File: src/rtl/sw_cond_pkg.sv
// Shared constants for the switch conditioning path feeding the 4x1 3-bit mux.
// Bit indices name each switch line by the mux field it drives.
package sw_cond_pkg;

  localparam int unsigned DEFAULT_DEBOUNCE_CYCLES = 1000000;
  localparam int unsigned NUM_SWITCHES            = 14;

  localparam int unsigned X2 = 13;
  localparam int unsigned X1 = 12;
  localparam int unsigned X0 = 11;
  localparam int unsigned Y2 = 10;
  localparam int unsigned Y1 = 9;
  localparam int unsigned Y0 = 8;
  localparam int unsigned Z2 = 7;
  localparam int unsigned Z1 = 6;
  localparam int unsigned Z0 = 5;
  localparam int unsigned W2 = 4;
  localparam int unsigned W1 = 3;
  localparam int unsigned W0 = 2;
  localparam int unsigned S1 = 1;
  localparam int unsigned S0 = 0;

  // Same bit order as the index constants above, for slicing sw_clean as a whole.
  typedef struct packed {
    logic [2:0] x;
    logic [2:0] y;
    logic [2:0] z;
    logic [2:0] w;
    logic [1:0] sel;
  } mux_fields_t;

endpackage

File: src/rtl/debounce_channel.sv
// One switch channel: 2-flop synchronizer, stability counter, clean level
// and single-cycle rise/fall pulses.
module debounce_channel
  import sw_cond_pkg::*;
#(
  parameter int unsigned DEBOUNCE_CYCLES = DEFAULT_DEBOUNCE_CYCLES
) (
  input  logic clk,
  input  logic rst_n,
  input  logic raw,
  output logic clean,
  output logic rise,
  output logic fall
);

  localparam int unsigned       CNT_W   = $clog2(DEBOUNCE_CYCLES);
  localparam logic [CNT_W-1:0]  CNT_MAX = CNT_W'(DEBOUNCE_CYCLES - 1);

  logic             sync1;
  logic             sync2;
  logic [CNT_W-1:0] cnt;

  always_ff @(posedge clk or negedge rst_n) begin
    if (!rst_n) begin
      sync1 <= 1'b0;
      sync2 <= 1'b0;
      cnt   <= '0;
      clean <= 1'b0;
      rise  <= 1'b0;
      fall  <= 1'b0;
    end else begin
      sync1 <= raw;
      sync2 <= sync1;
      rise  <= 1'b0;
      fall  <= 1'b0;
      if (sync2 == clean) begin
        cnt <= '0;
      end else if (cnt == CNT_MAX) begin
        // DEBOUNCE_CYCLES consecutive mismatching samples: accept the new level.
        clean <= sync2;
        cnt   <= '0;
        rise  <= sync2;
        fall  <= ~sync2;
      end else begin
        cnt <= cnt + CNT_W'(1);
      end
    end
  end

endmodule

File: src/rtl/switch_debounce_bank.sv
// Bank of independent debounced switch channels with a combined change pulse.
module switch_debounce_bank
  import sw_cond_pkg::*;
#(
  parameter int unsigned WIDTH           = NUM_SWITCHES,
  parameter int unsigned DEBOUNCE_CYCLES = DEFAULT_DEBOUNCE_CYCLES
) (
  input  logic             clk,
  input  logic             rst_n,
  input  logic [WIDTH-1:0] sw_raw,
  output logic [WIDTH-1:0] sw_clean,
  output logic [WIDTH-1:0] sw_rise,
  output logic [WIDTH-1:0] sw_fall,
  output logic             any_change
);

  for (genvar i = 0; i < WIDTH; i++) begin : g_ch
    debounce_channel #(
      .DEBOUNCE_CYCLES(DEBOUNCE_CYCLES)
    ) u_ch (
      .clk  (clk),
      .rst_n(rst_n),
      .raw  (sw_raw[i]),
      .clean(sw_clean[i]),
      .rise (sw_rise[i]),
      .fall (sw_fall[i])
    );
  end

  // Pulses are already registered, so the OR lands in the same cycle as them.
  always_comb begin
    any_change = |(sw_rise | sw_fall);
  end

endmodule

File: config.mk
export PLATFORM = sky130hd
export DESIGN_NAME = switch_debounce_bank
export DESIGN_NICKNAME = d
export VERILOG_FILES = /design/src/rtl/sw_cond_pkg.sv /design/src/rtl/debounce_channel.sv /design/src/rtl/switch_debounce_bank.sv
export SDC_FILE = /design/constraint.sdc
export NUM_CORES = 1
export LEC_CHECK = 0
export CORE_ASPECT_RATIO = 1.4
export CORE_MARGIN = 5
export CORE_UTILIZATION = 50
export DETAILED_ROUTE_END_ITERATION = 8
export PLACE_DENSITY = 0.64
export REMOVE_ABC_BUFFERS = 1
export SLEW_MARGIN = 40
export SYNTH_ARGS = -nofsm -noshare
export SYNTH_HDL_FRONTEND = slang
export SYNTH_SLANG_ARGS = --single-unit
File: constraint.sdc
create_clock -name clk -period 4.6 [get_ports clk]
set_input_delay 0.69 -clock clk [delete_from_list [all_inputs] [get_ports clk]]
set_output_delay 0.69 -clock clk [all_outputs]
set_load 0.05 [all_outputs]
==> run_results.csv, run 1 <==
group,metric,value,unit
timing,fin_skew,0.0167,ns
clock_network,h-tree-depth,2,
synth,netlist_instances,1654,
synth,synth_top_family_by_area,"simple AND/OR/NAND/NOR gates",
timing,final.setup.tns,0,ns
timing,timing.final.crit_share,74.7,%
floorplanning,die_area,37200,µm²
min_path,hold_path.class,"in -> async",
global_routing,grt_overflow_total,0,
synth,synth_area,16700,µm²
timing,setup_viol,0,
setup_path,reg2reg_to,"g_ch[1].u_ch.cnt[3]",
clock_network,cts_buffers,37,
synth,ys_ff_latch,350,
synth,yosysMostFrequentCell,"dfrtp_1",
clock_network,cts.path.max_buffers,3,
synth,synth_async_sr_flop_share,100,%
timing,hold_viol_final,0,
run,drv_cap,0,
outcome,status,"complete, no violations",
timing,worst_slack,1.16,ns
timing,period_needed,3.44,ns
synth,synth_top_cell_area_share,52.4,%
clock_network,cts_tree,"done",
setup_path,required,3.91,ns
synth,yosysWarnings,0,
placement,hpwl,23600,µm
setup_path,path_class,"reg -> out",
route,drcViolationCount,0,
route,vias_per_cell,5.59,
floorplanning,core,33100,µm²
route,vias,12099,
synth,muxShareOfSynthArea,1.03,%
clock_network,root_buffer,"clkbuf_16",
timing,tightest_slew,0.795,ns
setup_path,cp-start-kind,"register",
clock_network,clock_sinks,350,
global_routing,grt_pass1_vias,12138,
global_routing,antenna_found_initial,0,
final_layout,ff_latch_area,8760,µm²
setup_path,r2r_start,"g_ch[1].u_ch.cnt[6]",
power_and_ir_drop,power_leakage,7.41,nW
placement,dp_worst_setup_slack,1.75,ns
synth,synthTopCellsByCount,"350 x dfrtp_1, 210 x nor2_1, 120 x xnor2_1, 104 x nand3_1, 89 x nand2_1",
setup_path,r2r_slack,2.19,ns
setup_path,cp_max_fo,2,
setup_path,cp-end-kind,"primary output",
synth,yosys.area_share.simple,25.6,%
synth,synthXorXnorAreaFrac,9.70,%
synth,synthTopCellsByArea,"dfrtp_1 52%, xnor2_1 6.3%, nor2_1 4.7%",
floorplanning,die_w,165,µm
clock_network,path_clk_slew,0.06,ns
final_layout,multi_input_area,7340,µm²
clock_network,cts_resized,0,
global_routing,grt_first_pass_wirelength,58600,µm
timing,rsz0062_at_grt,"no",
synth,syn_area_per_cell,10.1,µm²
final_layout,syn2layout_area_growth,13.3,%
route,wirelength,33900,µm
placement,io_buffers,58,
placement,place.gp.congestion,0.849,
final_layout,fin_util,57.2,%
power_and_ir_drop,finalPower,6.65,mW
route,dr.pass1.iters,5,
synth,synth_edf_count,0,
clock_network,postCtsSetupBuffers,0,
synth,synthDistinctLibCells,51,
timing,slew_headroom,47.0,%
synth,synthAdderAreaFrac,1.05,%
synth,synth-seq-area-share,52.4,%
route,drt_iter0_markers,650,
synth,synth.largest_area_cell,"dfrtp_1",
setup_path,arrival,2.75,ns
route,postRouteAntennaNets,0,
synth,ys.flop_type,"dfrtp_1",
power_and_ir_drop,p_per_area,352,nW/µm²
floorplanning,die_y,226,µm
timing,timing.fmax,291,MHz
floorplanning,ioPinCount,59,
final_layout,nFillCells,2840,
power_and_ir_drop,ir_drop,0.297,mV
clock_network,hold_buffers,0,
final_layout,drive_gt1_share,7.16,%
setup_path,r2r_cells,4,
clock_network,clock_latency,0.53,ns
global_routing,track_usage,18.7,%
synth,synth_compound_area_share,6.48,%
global_routing,grt_max_degree,98,
final_layout,nets,1721,
floorplanning,rows,79,
route,avgRoutedWirePerCell,15.7,µm
timing,maxSlewViolCount,0,
floorplanning,start_util,50.5,%
==> layout make-up <==
class / count / share of cell area [%]
Sequential cell: 350 / 46.3
Tap cell: 445 / 2.94
Multi-Input combinational cell: 1184 / 38.8
Clock buffer: 50 / 5.74
Antenna cell: 1 / 0.0132
Clock inverter: 16 / 1.45
Inverter: 43 / 0.853
Timing Repair Buffer: 75 / 3.94
==> through the flow <==
stage	hold slack (ns)	cells	instance area, µm²
finish	0.0541	2164	18900
global route	0.0802	2163	18900
CTS	0.0541	2163	18900
detailed placement	0.335	2097	17600
global placement	0.332	2096	17500
floorplan	0.331	1577	16200
==> cells in the final DEF, fill, tap and decap left out, types with 11 or more instances in the layout <==
cell | synthesis | routed
nand2_1 | 89 | 89
or3_1 | 48 | 48
ha_1 | 14 | 14
xor2_1 | 65 | 65
o31ai_1 | 32 | 32
clkdlybuf4s50_1 | 0 | 57
nor2_1 | 210 | 210
nor3_1 | 48 | 48
dfrtp_1 | 350 | 350
o21ai_0 | 40 | 40
and2_1 | 12 | 12
nand4_1 | 63 | 63
and3_1 | 32 | 32
inv_1 | 43 | 43
or4_1 | 51 | 51
buf_4 | 44 | 15
a21oi_1 | 78 | 78
nor3b_1 | 28 | 28
xnor2_1 | 120 | 120
and4_1 | 13 | 13
clkbuf_16 | 0 | 39
mux2_2 | 11 | 11
nand3_1 | 104 | 104
nor4_1 | 50 | 50
==> per-layer routing <==
layer  GRT usage (%)  up-vias  wire (µm)
li1                -     5951          -
met1            23.8     5945      14500
met2            32.7      152      17200
met3            3.78       51       1480
met4            4.83        0        703
met5               0        -          0
==> worst max-delay path by stage <==
stage | start | to | slack, ns
finish | g_ch[1].u_ch.fall | any_change | 1.16
detailed placement | g_ch[1].u_ch.fall | any_change | 1.75
global route | g_ch[1].u_ch.fall | any_change | 1.13
global placement | g_ch[1].u_ch.fall | any_change | 1.77
floorplan | g_ch[3].u_ch.rise | any_change | 2.41
CTS | g_ch[1].u_ch.fall | any_change | 1.18
==> sequential cells by signal, indices dropped and copies added (netlist names) <==
signal / count
g_ch.u_ch.cnt: 280
g_ch.u_ch.clean: 14
g_ch.u_ch.fall: 14
g_ch.u_ch.rise: 14
g_ch.u_ch.sync1: 14
g_ch.u_ch.sync2: 14
==> power breakdown <==
part           switching [mW]  internal (mW)  leakage (nW)
registers              0.0464           3.12          4.79
clock network            1.24           2.06         0.652
logic                   0.130         0.0624          1.97
==> critical path: stages (launching register included) <==
cell and delay (ns):
dfrtp_1 0.37, nor4_1 0.64, and4_1 0.33, nand4_1 0.10
clkdlybuf4s50_1 0.78
==> cells by family after synthesis <==
family | after synthesis
AND/OR/NAND/NOR | 796
buffers and inverters | 120
AO/OA/AOI/OAI | 174
flip-flops | 350
multiplexers | 15
adder cells (fa/ha/maj) | 14
XOR/XNOR | 185
(Power assumes the default switching activity.)
==> run 2: changes to the inputs <==
--- a/config.mk
+++ b/config.mk
@@ -9,7 +9,7 @@
 export CORE_MARGIN = 5
 export CORE_UTILIZATION = 50
 export DETAILED_ROUTE_END_ITERATION = 8
-export PLACE_DENSITY = 0.64
+export PLACE_DENSITY = 0.67
 export REMOVE_ABC_BUFFERS = 1
 export SLEW_MARGIN = 40
 export SYNTH_ARGS = -nofsm -noshare
==> constraint.sdc (replaced) <==
create_clock -name clk -period 3.05 [get_ports clk]
set_input_delay 0.4575 -clock clk [delete_from_list [all_inputs] [get_ports clk]]
set_output_delay 0.4575 -clock clk [all_outputs]
set_load 0.05 [all_outputs]
==> run_results.csv, run 2 (synthesis gave the netlist of run 1 again) <==
group,metric,value,unit
floorplanning,die_y,226,µm
timing,hold_viol_final,0,
global_routing,grt_first_pass_wirelength,57500,µm
route,postRouteAntennaNets,0,
route,drt_iter0_markers,710,
clock_network,path_clk_slew,0.06,ns
placement,hpwl,23200,µm
setup_path,path_class,"reg -> out",
setup_path,r2r_cells,5,
clock_network,postCtsSetupBuffers,0,
route,vias_per_cell,5.60,
clock_network,h-tree-depth,2,
final_layout,nFillCells,2866,
setup_path,crit_top_cell,"buf_4",
clock_network,hold_buffers,1,
clock_network,root_buffer,"clkbuf_16",
clock_network,cts.path.max_buffers,3,
placement,io_buffers,58,
final_layout,fin_util,56.9,%
clock_network,clock_latency,0.53,ns
route,drcViolationCount,0,
clock_network,cts_tree,"done",
floorplanning,core,33100,µm²
timing,maxSlewViolCount,0,
final_layout,n_antenna_cell,0,
global_routing,grt_max_degree,80,
min_path,hold_path.class,"reg -> reg",
final_layout,largest_register_ffs,280,
final_layout,top_register,"g_ch.u_ch.cnt",
setup_path,critPathMaxStageDelay,0.39,ns
route,dr.pass1.iters,5,
floorplanning,die_area,37200,µm²
placement,place_area,17600,µm²
floorplanning,ioPinCount,59,
setup_path,required,2.59,ns
clock_network,clock_sinks,350,
floorplanning,rows,79,
setup_path,path_cells,"nor4_1 > buf_4 > and4_1 > nand4_1 > buf_4",
setup_path,r2r_start,"g_ch[12].u_ch.cnt[0]",
global_routing,antenna_found_initial,1,
timing,period_needed,2.59,ns
route,vias,12155,
min_path,hp-start,"g_ch[2].u_ch.sync1",
global_routing,grt_pass1_vias,12240,
floorplanning,die_w,165,µm
min_path,hold_end,"g_ch[2].u_ch.sync2",
global_routing,grt_overflow_total,0,
final_layout,drive_gt1_share,7.71,%
outcome,status,"complete, no violations",
setup_path,cp-start-kind,"register",
setup_path,cp_max_fo,2,
timing,final.setup.tns,0,ns
setup_path,critPathSlowestCell,"dfrtp_1",
setup_path,r2r_slack,0.72,ns
floorplanning,start_util,50.5,%
timing,fin_skew,0.0187,ns
power_and_ir_drop,finalPower,9.54,mW
timing,timing.final.crit_share,85.0,%
timing,slew_headroom,55.8,%
timing,timing.fmax,386,MHz
route,wirelength,32900,µm
final_layout,final_common_cell,"dfrtp_1",
power_and_ir_drop,p_per_area,506,nW/µm²
final_layout,final_cell_mix,"350 x dfrtp_1, 210 x nor2_1, 120 x xnor2_1, 104 x nand3_1, 89 x nand2_1",
placement,dp_worst_setup_slack,0.728,ns
timing,setup_viol,0,
timing,rsz0062_at_grt,"no",
power_and_ir_drop,power_leakage,7.40,nW
setup_path,reg2reg_to,"g_ch[12].u_ch.cnt[7]",
final_layout,syn2layout_area_growth,12.8,%
route,avgRoutedWirePerCell,15.2,µm
run,drv_cap,0,
setup_path,arrival,2.13,ns
timing,tightest_slew,0.658,ns
min_path,hold_depth,0,
global_routing,track_usage,18.3,%
setup_path,cp-end-kind,"primary output",
final_layout,nets,1729,
power_and_ir_drop,ir_drop,0.399,mV
placement,place.gp.congestion,0.848,
timing,worst_slack,0.458,ns
final_layout,final_cell_area,18900,µm²
clock_network,cts_resized,0,
clock_network,cts_buffers,36,
[run 2: changes by cell type in the layout (fill, tap and decap cells not counted), sizes merged]
cell,change
clkinv,+7
clkinvlp,-3
bufinv,-5
clkbuf,-1
clkdlybuf4s50,-1
dlygate4sd3,+1
inv,+1
diode,-1
buf,+9
[run 2: worst max-delay path by stage]
stage / from / slack (ns) / endpoint
after floorplan: g_ch[12].u_ch.cnt[12] / 0.93 / g_ch[12].u_ch.clean
after global placement: g_ch[12].u_ch.cnt[12] / 0.77 / g_ch[12].u_ch.cnt[3]
after detailed placement: g_ch[12].u_ch.cnt[0] / 0.73 / g_ch[12].u_ch.cnt[7]
after CTS: g_ch[1].u_ch.fall / 0.46 / any_change
after global routing: g_ch[1].u_ch.fall / 0.41 / any_change
final: g_ch[1].u_ch.fall / 0.46 / any_change
[run 2: area by class of cell]
| class | count | area, µm² | area share (%) |
|---|---|---|---|
| timing repair buffer | 84 | 831 | 4.41 |
| sequential | 350 | 8760 | 46.5 |
| multi-input combinational | 1184 | 7330 | 38.9 |
| inverter | 43 | 161 | 0.856 |
| clock inverter | 16 | 150 | 0.796 |
| clock buffer | 49 | 1070 | 5.68 |
| tap | 445 | 557 | 2.95 |
[run 2: power breakdown]
part	total [mW]	leakage, nW	switching [mW]	internal (mW)
sequential	4.77	4.79	0.0680	4.71
clock	4.47	0.607	1.83	2.64
combinational	0.295	2.00	0.195	0.0998
total	9.54	7.40	2.09	7.45
[run 2: metal layers]
metal	GRT usage [%]	wire length, µm	up-vias
met5	0	0	-
met4	6.01	871	0
met3	3.04	1110	48
met2	32.2	17000	133
met1	23.0	13900	5996
li1	-	-	5978
[run 2: stage by stage]
step	hold WS, ns	cells
detailed placement	0.337	2105
floorplan	0.162	1577
CTS	0.345	2171
global route	0.356	2171
finish	0.350	2171
global placement	0.332	2105
[run 2: critical path: cells and delay by family (launching register included)]
kind / cells / cell delay, ns
flip-flops: 1 / 0.39
AND/OR/NAND/NOR: 3 / 0.76
buffers and inverters: 2 / 0.45
==> run 3: changes to the inputs <==
--- a/config.mk
+++ b/config.mk
@@ -9,7 +9,7 @@
 export CORE_MARGIN = 5
 export CORE_UTILIZATION = 50
 export DETAILED_ROUTE_END_ITERATION = 8
-export PLACE_DENSITY = 0.67
+export PLACE_DENSITY = 0.64
 export REMOVE_ABC_BUFFERS = 1
 export SLEW_MARGIN = 40
 export SYNTH_ARGS = -nofsm -noshare
==> constraint.sdc (replaced) <==
create_clock -name clk -period 2.58 [get_ports clk]
set_input_delay 0.387 -clock clk [delete_from_list [all_inputs] [get_ports clk]]
set_output_delay 0.387 -clock clk [all_outputs]
set_load 0.05 [all_outputs]
==> run_results.csv, run 3 (synthesis gave the netlist of run 1 again) <==
group,metric,value,unit
outcome,status,"complete, no violations",
final_layout,syn2layout_area_growth,13.6,%
clock_network,cts.path.max_buffers,3,
floorplanning,ioPinCount,59,
power_and_ir_drop,power_leakage,7.46,nW
final_layout,nets,1742,
timing,hold-worst-slack,0.304,ns
final_layout,final_common_cell,"dfrtp_1",
timing,maxSlewViolCount,0,
setup_path,arrival,1.93,ns
setup_path,r2r_cells,4,
placement,hpwl,23200,µm
setup_path,cp-end-kind,"primary output",
floorplanning,core,33100,µm²
min_path,hold_end,"g_ch[1].u_ch.sync1",
floorplanning,rows,79,
route,drt_iter0_markers,602,
timing,final.setup.tns,0,ns
final_layout,final_cell_mix,"350 x dfrtp_1, 210 x nor2_1, 120 x xnor2_1, 104 x nand3_1, 89 x nand2_1",
global_routing,track_usage,18.4,%
clock_network,clock_latency,0.52,ns
route,drcViolationCount,0,
min_path,hp-start,"sw_raw[1]",
final_layout,top_register,"g_ch.u_ch.cnt",
clock_network,postCtsSetupBuffers,0,
global_routing,grt_max_degree,74,
clock_network,cts_buffers,35,
route,dr.pass1.iters,5,
final_layout,largest_register_ffs,280,
placement,dp_worst_setup_slack,0.337,ns
global_routing,grt_pass1_vias,12091,
route,avgRoutedWirePerCell,15.2,µm
floorplanning,die_w,165,µm
global_routing,antenna_found_initial,0,
timing,tightest_slew,0.629,ns
clock_network,h-tree-depth,2,
timing,rsz0062_at_grt,"no",
setup_path,cp_max_fo,2,
placement,io_buffers,58,
timing,hold_viol_final,0,
route,wirelength,33200,µm
final_layout,n_antenna_cell,0,
setup_path,reg2reg_to,"g_ch[6].u_ch.clean",
route,vias,12172,
final_layout,drive_gt1_share,8.01,%
min_path,hold_path.class,"in -> reg",
route,vias_per_cell,5.58,
timing,fin_skew,0.0122,ns
placement,place.gp.congestion,0.858,
run,drv_cap,0,
floorplanning,die_y,226,µm
setup_path,required,2.19,ns
setup_path,cp-start-kind,"register",
clock_network,root_buffer,"clkbuf_16",
power_and_ir_drop,ir_drop,0.561,mV
floorplanning,die_area,37200,µm²
clock_network,clock_sinks,350,
clock_network,cts_tree,"done",
timing,worst_slack,0.264,ns
min_path,hold_depth,1,
global_routing,grt_first_pass_wirelength,57800,µm
global_routing,grt_overflow_total,0,
power_and_ir_drop,p_per_area,596,nW/µm²
clock_network,path_clk_slew,0.06,ns
timing,period_needed,2.32,ns
setup_path,path_class,"reg -> out",
setup_path,r2r_start,"g_ch[6].u_ch.cnt[15]",
setup_path,r2r_slack,0.34,ns
timing,timing.fmax,432,MHz
route,postRouteAntennaNets,0,
timing,timing.final.crit_share,89.8,%
floorplanning,start_util,50.5,%
timing,setup_viol,0,
timing,slew_headroom,57.7,%
-- run 3: cell count changes in the layout (fill, tap and decap cells not counted) --
| cell | delta |
|---|---|
| inv_6 | -1 |
| nor4_1 | -1 |
| bufinv_16 | +2 |
| buf_4 | +11 |
| buf_12 | +3 |
| clkinv_2 | -5 |
| nor4_2 | +1 |
| clkinv_4 | -2 |
| clkbuf_8 | -3 |
| clkbuf_1 | +4 |
-- run 3: where the power goes --
part	switching [mW]	internal [mW]
sequential	0.0800	5.56
clock	2.08	3.22
combinational	0.235	0.133
total	2.40	8.92
-- run 3: through the flow --
| step | std cells | total power, mW | utilization (%) | area [µm²] |
|---|---|---|---|---|
| after detailed placement | 2119 | 6.12 | 53.7 | 17800 |
| after floorplan | 1577 | 5.87 | - | 16200 |
| final | 2180 | 11.3 | 57.3 | 19000 |
| after CTS | 2180 | 11.5 | 57.3 | 19000 |
| after global placement | 2119 | 6.12 | 53.7 | 17800 |
| after global routing | 2180 | 11.8 | 57.3 | 19000 |
-- run 3: worst max-delay path by stage --
| stage | start | end | slack, ns | cells past startpoint |
|---|---|---|---|---|
| floorplan | g_ch[12].u_ch.cnt[12] | g_ch[12].u_ch.clean | 0.46 | 4 |
| global placement | g_ch[6].u_ch.cnt[15] | g_ch[6].u_ch.clean | 0.38 | 4 |
| detailed placement | g_ch[2].u_ch.cnt[8] | g_ch[2].u_ch.cnt[2] | 0.34 | 4 |
| CTS | g_ch[10].u_ch.rise | any_change | 0.17 | 4 |
| global route | g_ch[2].u_ch.cnt[8] | g_ch[2].u_ch.cnt[5] | 0.18 | 4 |
| finish | g_ch[10].u_ch.rise | any_change | 0.26 | 4 |
-- run 3: cell type report --
class | instances | area [µm²]
Inverter | 43 | 161
Timing Repair Buffer | 98 | 973
Clock inverter | 10 | 159
Tap cell | 445 | 557
Sequential cell | 350 | 8760
Multi-Input combinational cell | 1184 | 7330
Clock buffer | 50 | 1040
Fill cell | 2889 | 14100
-- run 3: repair_timing --
action | in CTS | in global routing
setup endpoints to repair | 1 | 0
endpoints found under the hold margin | 65 | 0
gates resized for setup | 1 | 0
hold buffers | 1 | 0
-- run 3: metal layers --
layer / wire length (µm) / GRT usage (%)
met4: 712 / 5.18
met2: 16700 / 32.1
met1: 14600 / 23.5
met3: 1240 / 3.29
met5: 0 / 0
-- run 3: critical path, stage by stage, from the launching register on --
cell	delay (ns)
dfrtp_1	0.43
nor4_2	0.39
and4_1	0.30
nand4_1	0.09
buf_4	0.21
